<file path="src/rtl/m_ext_pkg.sv">
// Shared RV32M constants: funct3 operation codes and sequencer state encoding.
package m_ext_pkg;

    localparam logic [2:0] MUL    = 3'b000;
    localparam logic [2:0] MULH   = 3'b001;
    localparam logic [2:0] MULHSU = 3'b010;
    localparam logic [2:0] MULHU  = 3'b011;
    localparam logic [2:0] DIV    = 3'b100;
    localparam logic [2:0] DIVU   = 3'b101;
    localparam logic [2:0] REM    = 3'b110;
    localparam logic [2:0] REMU   = 3'b111;

    typedef enum logic [1:0] {
        IDLE = 2'd0,
        RUN  = 2'd1,
        FIN  = 2'd2
    } state_e;

endpackage

</file>
<file path="src/rtl/m_ext_seq_unit_if.sv">
// Request/response bundle between the execute stage and the M-extension unit.
interface m_ext_seq_unit_if #(
    parameter int unsigned XLEN = 32
);
    logic            ip_start;
    logic [2:0]      ip_funct_3;
    logic [XLEN-1:0] ip_operand_a;
    logic [XLEN-1:0] ip_operand_b;
    logic            ip_flush;
    logic            op_busy;
    logic            op_done;
    logic [XLEN-1:0] op_result;

    modport master (
        output ip_start, ip_funct_3, ip_operand_a, ip_operand_b, ip_flush,
        input  op_busy, op_done, op_result
    );

    modport slave (
        input  ip_start, ip_funct_3, ip_operand_a, ip_operand_b, ip_flush,
        output op_busy, op_done, op_result
    );
endinterface

</file>
<file path="src/rtl/m_ext_iter_core.sv">
// Iterative engine: shift-add multiply and restoring divide over one shared accumulator.
module m_ext_iter_core #(
    parameter int unsigned XLEN = 32
) (
    input  logic              clk,
    input  logic              rst_n,
    input  logic              load,
    input  logic              step,
    input  logic              is_div,
    input  logic [XLEN-1:0]   a_mag,
    input  logic [XLEN-1:0]   b_mag,
    output logic [2*XLEN-1:0] acc,
    output logic              cnt_zero_c
);
    localparam int unsigned CW = $clog2(XLEN);

    logic [2*XLEN-1:0] acc_q;
    logic [2*XLEN-1:0] acc_d;
    logic [XLEN-1:0]   opr_q;
    logic [CW-1:0]     cnt_q;
    logic              div_q;
    logic [XLEN:0]     mul_sum;
    logic [XLEN:0]     div_part;
    logic [XLEN-1:0]   div_diff;
    logic              div_ge;

    // One iteration: multiply adds into the high half then shifts right;
    // divide shifts left, trial-subtracts and shifts in the quotient bit.
    always_comb begin
        mul_sum  = {1'b0, acc_q[2*XLEN-1:XLEN]} + (acc_q[0] ? {1'b0, opr_q} : '0);
        div_part = {acc_q[2*XLEN-1:XLEN], acc_q[XLEN-1]};
        div_ge   = (div_part >= {1'b0, opr_q});
        div_diff = div_part[XLEN-1:0] - opr_q;
        if (div_q) begin
            acc_d = {(div_ge ? div_diff : div_part[XLEN-1:0]), acc_q[XLEN-2:0], div_ge};
        end else begin
            acc_d = {mul_sum, acc_q[XLEN-1:1]};
        end
    end

    // Load operands (multiplier / dividend in the low half) or advance one step.
    always_ff @(posedge clk or negedge rst_n) begin
        if (!rst_n) begin
            acc_q <= '0;
            opr_q <= '0;
            cnt_q <= '0;
            div_q <= 1'b0;
        end else if (load) begin
            acc_q <= {{XLEN{1'b0}}, (is_div ? a_mag : b_mag)};
            opr_q <= is_div ? b_mag : a_mag;
            cnt_q <= CW'(XLEN - 1);
            div_q <= is_div;
        end else if (step) begin
            acc_q <= acc_d;
            cnt_q <= cnt_q - CW'(1);
        end
    end

    assign acc        = acc_q;
    assign cnt_zero_c = (cnt_q == '0);

endmodule

</file>
<file path="src/rtl/m_ext_seq_unit.sv">
// Sequential RV32M execute unit: FSM, operand conditioning, fast paths and sign fix-up.
module m_ext_seq_unit
    import m_ext_pkg::*;
#(
    parameter int unsigned XLEN     = 32,
    parameter int unsigned MUL_FAST = 0
) (
    input  logic             ip_clk,
    input  logic             ip_rst_n,
    m_ext_seq_unit_if.slave  bus
);
    localparam int unsigned     W2      = 2 * XLEN;
    localparam logic [XLEN-1:0] MIN_NEG = {1'b1, {(XLEN-1){1'b0}}};

    state_e            state_q, state_d;
    logic              accept_c, step_c, load_c, fast_c;
    logic              is_div_c, a_neg_c, b_neg_c, neg_c, b_zero_c, ovf_c;
    logic [XLEN-1:0]   a_mag_c, b_mag_c, fast_res_c, fin_res_c;
    logic [2:0]        op_q;
    logic              neg_q, fast_q;
    logic [XLEN-1:0]   fast_res_q;
    logic [W2-1:0]     acc;
    logic              cnt_zero_c;
    logic              busy_q, done_q;
    logic [XLEN-1:0]   result_q;

    // Apply the result sign and pick the half that the operation returns.
    function automatic logic [XLEN-1:0] sel_result(input logic [2:0] op, input logic neg,
                                                   input logic [W2-1:0] val);
        logic [W2-1:0]   prod;
        logic [XLEN-1:0] q, r, res;
        prod = neg ? -val : val;
        q    = val[XLEN-1:0];
        r    = val[W2-1:XLEN];
        case (op)
            MUL:                 res = prod[XLEN-1:0];
            MULH, MULHSU, MULHU: res = prod[W2-1:XLEN];
            DIV, DIVU:           res = neg ? -q : q;
            default:             res = neg ? -r : r;
        endcase
        return res;
    endfunction

    assign is_div_c = bus.ip_funct_3[2];
    assign a_neg_c  = (bus.ip_funct_3 inside {MULH, MULHSU, DIV, REM}) & bus.ip_operand_a[XLEN-1];
    assign b_neg_c  = (bus.ip_funct_3 inside {MULH, DIV, REM}) & bus.ip_operand_b[XLEN-1];
    assign a_mag_c  = a_neg_c ? -bus.ip_operand_a : bus.ip_operand_a;
    assign b_mag_c  = b_neg_c ? -bus.ip_operand_b : bus.ip_operand_b;
    // Remainders follow the dividend; quotients and products follow the operand signs.
    assign neg_c    = (is_div_c & bus.ip_funct_3[1]) ? a_neg_c : (a_neg_c ^ b_neg_c);
    assign b_zero_c = (bus.ip_operand_b == '0);
    assign ovf_c    = (bus.ip_funct_3 inside {DIV, REM}) && (bus.ip_operand_a == MIN_NEG)
                      && (bus.ip_operand_b == '1);
    assign fast_c   = is_div_c ? (b_zero_c | ovf_c) : (MUL_FAST != 0);
    assign load_c   = accept_c & ~fast_c;

    // Results that need no iteration: divide-by-zero, signed overflow, native multiply.
    always_comb begin
        fast_res_c = '0;
        if (is_div_c && b_zero_c) begin
            fast_res_c = bus.ip_funct_3[1] ? bus.ip_operand_a : '1;
        end else if (is_div_c) begin
            fast_res_c = bus.ip_funct_3[1] ? '0 : bus.ip_operand_a;
        end else if (MUL_FAST != 0) begin
            fast_res_c = sel_result(bus.ip_funct_3, neg_c, W2'(a_mag_c) * W2'(b_mag_c));
        end
    end

    // Next-state logic; flush overrides every transition.
    always_comb begin
        state_d  = state_q;
        accept_c = 1'b0;
        step_c   = 1'b0;
        case (state_q)
            IDLE: begin
                if (bus.ip_start && !bus.ip_flush) begin
                    accept_c = 1'b1;
                    state_d  = fast_c ? FIN : RUN;
                end
            end
            RUN: begin
                step_c = ~bus.ip_flush;
                if (cnt_zero_c) begin
                    state_d = FIN;
                end
            end
            FIN:     state_d = IDLE;
            default: state_d = IDLE;
        endcase
        if (bus.ip_flush) begin
            state_d = IDLE;
        end
    end

    assign fin_res_c = fast_q ? fast_res_q : sel_result(op_q, neg_q, acc);

    // State register.
    always_ff @(posedge ip_clk or negedge ip_rst_n) begin
        if (!ip_rst_n) begin
            state_q <= IDLE;
        end else begin
            state_q <= state_d;
        end
    end

    // Capture op code, sign and any fast-path result at accept.
    always_ff @(posedge ip_clk or negedge ip_rst_n) begin
        if (!ip_rst_n) begin
            op_q       <= MUL;
            neg_q      <= 1'b0;
            fast_q     <= 1'b0;
            fast_res_q <= '0;
        end else if (accept_c) begin
            op_q       <= bus.ip_funct_3;
            neg_q      <= neg_c;
            fast_q     <= fast_c;
            fast_res_q <= fast_res_c;
        end
    end

    // Registered outputs: busy decodes the next state, done/result load on leaving FIN.
    always_ff @(posedge ip_clk or negedge ip_rst_n) begin
        if (!ip_rst_n) begin
            busy_q   <= 1'b0;
            done_q   <= 1'b0;
            result_q <= '0;
        end else begin
            busy_q <= (state_d != IDLE);
            done_q <= (state_q == FIN) && !bus.ip_flush;
            if ((state_q == FIN) && !bus.ip_flush) begin
                result_q <= fin_res_c;
            end
        end
    end

    m_ext_iter_core #(.XLEN(XLEN)) u_core (
        .clk        (ip_clk),
        .rst_n      (ip_rst_n),
        .load       (load_c),
        .step       (step_c),
        .is_div     (is_div_c),
        .a_mag      (a_mag_c),
        .b_mag      (b_mag_c),
        .acc        (acc),
        .cnt_zero_c (cnt_zero_c)
    );

    assign bus.op_busy   = busy_q;
    assign bus.op_done   = done_q;
    assign bus.op_result = result_q;

endmodule

</file>
<file path="src/flat_wrapper.sv">
// flat-port wrapper written by rule: the top's interface ports become plain ports
module m_ext_seq_unit_flat import m_ext_pkg::*;
#(
    parameter int unsigned XLEN     = 32,
    parameter int unsigned MUL_FAST = 0
)
  (ip_clk, ip_rst_n, bus_ip_start, bus_ip_funct_3, bus_ip_operand_a, bus_ip_operand_b, bus_ip_flush, bus_op_busy, bus_op_done, bus_op_result);
  m_ext_seq_unit_if #(.XLEN(XLEN)) bus_i ();
  input  logic ip_clk;
  input  logic ip_rst_n;
  input wire logic [$bits(bus_i.ip_start)-1:0] bus_ip_start;
  input wire logic [$bits(bus_i.ip_funct_3)-1:0] bus_ip_funct_3;
  input wire logic [$bits(bus_i.ip_operand_a)-1:0] bus_ip_operand_a;
  input wire logic [$bits(bus_i.ip_operand_b)-1:0] bus_ip_operand_b;
  input wire logic [$bits(bus_i.ip_flush)-1:0] bus_ip_flush;
  output wire logic [$bits(bus_i.op_busy)-1:0] bus_op_busy;
  output wire logic [$bits(bus_i.op_done)-1:0] bus_op_done;
  output wire logic [$bits(bus_i.op_result)-1:0] bus_op_result;
  assign bus_i.ip_start = bus_ip_start;
  assign bus_i.ip_funct_3 = bus_ip_funct_3;
  assign bus_i.ip_operand_a = bus_ip_operand_a;
  assign bus_i.ip_operand_b = bus_ip_operand_b;
  assign bus_i.ip_flush = bus_ip_flush;
  assign bus_op_busy = bus_i.op_busy;
  assign bus_op_done = bus_i.op_done;
  assign bus_op_result = bus_i.op_result;
  m_ext_seq_unit #(.XLEN(XLEN), .MUL_FAST(MUL_FAST)) u_core (.ip_clk(ip_clk), .ip_rst_n(ip_rst_n), .bus(bus_i));
endmodule
</file>
<file path="config.mk">
export PLATFORM = sky130hd
export DESIGN_NAME = m_ext_seq_unit_flat
export DESIGN_NICKNAME = d
export VERILOG_FILES = /design/src/rtl/m_ext_pkg.sv /design/src/rtl/m_ext_seq_unit_if.sv /design/src/rtl/m_ext_iter_core.sv /design/src/rtl/m_ext_seq_unit.sv /design/src/flat_wrapper.sv
export SDC_FILE = /design/constraint.sdc
export NUM_CORES = 1
export LEC_CHECK = 0
export BUFFER_PORTS_ARGS = -buffer_cell sky130_fd_sc_hd__buf_4
export CELL_PAD_IN_SITES_DETAIL_PLACEMENT = 0
export CELL_PAD_IN_SITES_GLOBAL_PLACEMENT = 2
export CORE_MARGIN = 10
export CORE_UTILIZATION = 28
export CTS_BUF_LIST = sky130_fd_sc_hd__clkbuf_2 sky130_fd_sc_hd__clkbuf_4 sky130_fd_sc_hd__clkbuf_8
export CTS_CLUSTER_DIAMETER = 30
export DETAILED_ROUTE_END_ITERATION = 8
export GPL_ROUTABILITY_DRIVEN = 1
export GPL_TIMING_DRIVEN = 0
export HOLD_SLACK_MARGIN = 0.06
export PLACE_DENSITY = 0.73
export SETUP_SLACK_MARGIN = 0.5
export SLEW_MARGIN = 20
export SYNTH_ARGS = -nofsm -noshare
export SYNTH_HDL_FRONTEND = slang
export SYNTH_SLANG_ARGS = --single-unit
</file>
<file path="constraint.sdc">
create_clock -name ip_clk -period 3 [get_ports ip_clk]
set_input_delay 0.6 -clock ip_clk [delete_from_list [all_inputs] [get_ports ip_clk]]
set_output_delay 0.6 -clock ip_clk [all_outputs]
set_load 0.05 [all_outputs]
</file>
==> flow_summary.toml <==
[cts]
cts_buffers = 17
clk_latency_ns = 0.57
htreeDepth = 4
cts_max_path_buffers = 2
cts_root_buf = "clkbuf_8"
cts_sinks = 175
cts_tree = "built"
cts.clk_slew.worst_paths_ns = 0.11

[timing]
fin_ws_ns = -0.272
fin_crit_sh_pct = 109
max_slew_margin_pct = 15.4
clock_skew_ns = 0.0247
max_freq_ghz = 0.306
rsz0062_at_grt = "yes"
finalSetupTns_ns = -6.01
worst_slew_pin_slew_ns = 1.26
hold_violations = 0
setup_viol = 41
finalMaxSlewViolations = 0
period_minus_slack_ns = 3.27
hold_slack_ns = 0.255

[setup_path]
crit_type = "register to register"
worst_path_max_delay_cell = "or4_4"
end_kind = "register"
critPathMostFrequentCell = "buf_4"
cp_data_arrival_time_ns = 3.73
startpoint_type = "register"
critPathMaxFanout = 6
cp_data_required_time_ns = 3.46
r2r_slack_ns = -0.27
path_cells = "buf_4 -> ha_4 -> nand4_1 -> or4_4 -> o21a_1 -> a311o_1 -> and2_4 -> buf_4 -> buf_6 -> buf_4 -> mux2i_1 -> a21oi_1 -> a21o_1"
slowest_delay_ns = 0.57

[cells_and_area]
final_common_cell = "buf_4"
finalNonFillerCells = 3272
area_growth_pct = 43.9
final_cell_mix = "buf_4, nor2_1, nand2_1"
drive_above_1_share_pct = 33.9
finalNetCount = 2636

[power_and_ir_drop]
clockPowerShare_pct = 13.4
power_switching_mw = 6.50
p_leak_nw = 9.86
p_seq_share_pct = 23.5
combPwrFrac_pct = 63.0
power_density_mw_per_mm2 = 577
ir_worst_vdd_v = 0.000293
switching_share_pct = 48.3
power.internal_mw = 6.95

[detailed_routing]
drc = 0
dr.pass1.iters = 5
via_count = 18600
avgRoutedWirePerCell_um = 25.3
wl_mm = 82.7
drtIter0Drc = 1798
viasPerCell = 5.67
ant_nets = 0

[min_path]
hold_class = "input port to register"

[place]
io_buffers = 101
place.gp.congestion = 0.931
dp_cells = 3037
dp_hpwl_mm = 62.2
place_ws_ns = -1.01

[run]
cap_violations = 0

[grt]
grt_pass1_vias = 17600
grt_first_pass_wirelength_mm = 119
antenna_found_initial = 1
grt_usage_pct = 23.6
overflow = 0
grt_max_degree = 76

[synthesis]
ys_async_sr_fraction_pct = 100
ys_ff_latch = 175
ys_seq_area_share_pct = 27.0
synthCells = 2169
synth_area_mm2 = 0.0162
synth_nets = 2312
synth_edf_count = 0
post_synth.cell_area_avg_um2 = 7.47
ys_types = 82
synth-main-ff-cell = "dfrtp_1"
ys_warn_count = 0

[floorplanning]
coreArea_mm2 = 0.0575
num_rows = 88
die_h_um = 261
ios = 105
dieArea_mm2 = 0.0679
die_w_um = 261
initial_core_util_pct = 28.2

[run_status]
status = "finished, violations left"
violations = "negative setup slack"
==> Yosys cell counts (21+ instances only) <==
cell type / instances / area, um^2
a21oi_1: 209 / 1050
nor3_1: 39 / 195
o21ai_0: 238 / 1190
nand2b_1: 21 / 131
nand3_1: 55 / 275
xnor2_1: 97 / 850
nor2_1: 239 / 897
ha_1: 70 / 876
nand4_1: 22 / 138
clkbuf_1: 120 / 450
dfrtp_1: 175 / 4380
o211ai_1: 21 / 158
a21o_1: 29 / 218
mux2i_1: 58 / 581
o221ai_1: 23 / 201
o31ai_1: 28 / 210
inv_1: 68 / 255
a31oi_1: 21 / 131
xor2_1: 80 / 701
or3_1: 28 / 175
nand2_1: 245 / 920
==> flip-flops by register name (all words and copies together) (netlist names) <==
name / cells
u_core.fast_q: 1
u_core.fast_res_q: 32
u_core.u_core.acc: 64
u_core.neg_q: 1
u_core.u_core.cnt_q: 5
u_core.op_q: 3
u_core.u_core.opr_q: 32
u_core.bus.op_done: 1
u_core.state_q: 2
u_core.bus.op_busy: 1
u_core.u_core.div_q: 1
u_core.bus.op_result: 32
==> final timing paths <==
kind                                                          start                              endpoint  cells after the start
worst max register to register   u_core.u_core.opr_q[0]$_DFFE_PN0P_     u_core.u_core.acc[41]$_DFFE_PN0P_                     13
max in group asynchronous                                  ip_rst_n     u_core.u_core.acc[35]$_DFFE_PN0P_                      3
worst max-delay path             u_core.u_core.opr_q[0]$_DFFE_PN0P_     u_core.u_core.acc[41]$_DFFE_PN0P_                     13
worst min register to register  u_core.bus.op_result[4]$_DFFE_PN0P_   u_core.bus.op_result[4]$_DFFE_PN0P_                      2
min in group asynchronous                                  ip_rst_n  u_core.bus.op_result[12]$_DFFE_PN0P_                      2
worst min-delay path                                   bus_ip_flush           u_core.state_q[1]$_DFF_PN0_                      2
==> worst max-delay path: cells and delay by family, from the launching register on <==
family / cells / cell delay [ns]
and+or+nand+nor: 3 / 0.88
AOI/OAI and AO/OA: 4 / 0.87
buffers and inverters: 4 / 0.55
DFF: 1 / 0.46
adders and majority gates: 1 / 0.27
muxes: 1 / 0.13
==> layout make-up <==
type                            count  area, um^2
Buffer                            150        1060
Tap cell                          765         957
Sequential cell                   175        4420
Antenna cell                        1        2.50
Clock inverter                     10         104
Fill cell                        5928       34100
Inverter                           69         273
Timing Repair Buffer              305        2730
Multi-Input combinational cell   1775       13500
Clock buffer                       22         290
==> power groups by stage <==
stage | clock, mW | combinational, mW | sequential (mW)
finish | 1.81 | 8.48 | 3.17
global route | 1.92 | 8.96 | 3.19
CTS | 1.85 | 7.40 | 3.16
detailed placement | 0 | 5.86 | 3.22
global placement | 0 | 5.87 | 3.21
floorplan | 0 | 3.99 | 2.99
==> layer usage <==
layer	vias to the layer above	routed length (um)	global-route usage, %
met5	-	0	0
met3	127	5430	4.44
met1	9242	37200	32.5
li1	8475	-	-
met2	717	36700	36.5
met4	0	3410	7.80
==> what timing repair did <==
action / CTS / global route
cloned: 5 / 3
hold endpoints to repair: 26 / 0
buffers inserted: 126 / 67
hold buffers: 1 / 0
resized for setup: 452 / 300
setup endpoints to repair: 136 / 157
pin swaps: 141 / 146
==> logic make-up (layout without fill, tap and decap cells) <==
kind of cell | count (synthesis) | count (layout) | synth area share [%]
adder cells (fa/ha/maj) | 72 | 72 | 5.65
other | 0 | 1 | 0
AND/OR/NAND/NOR | 745 | 745 | 21.4
flip-flops | 175 | 175 | 27.0
XOR/XNOR | 177 | 177 | 9.56
buffers and inverters | 219 | 556 | 5.47
multiplexers | 63 | 63 | 3.93
AO/OA/AOI/OAI | 718 | 718 | 27.0
==> metrics by stage <==
| step | util [%] | cell area [um^2] | power, mW |
|---|---|---|---|
| 2_1_floorplan | - | 16600 | 6.98 |
| 3_3_place_gp | 31.8 | 18300 | 9.08 |
| 3_5_place_dp | 31.9 | 18300 | 9.08 |
| 4_1_cts | 37.6 | 21600 | 12.4 |
| 5_1_grt | 40.6 | 23300 | 14.1 |
| 6_report | 40.6 | 23300 | 13.5 |
(Power assumes the default switching activity.)
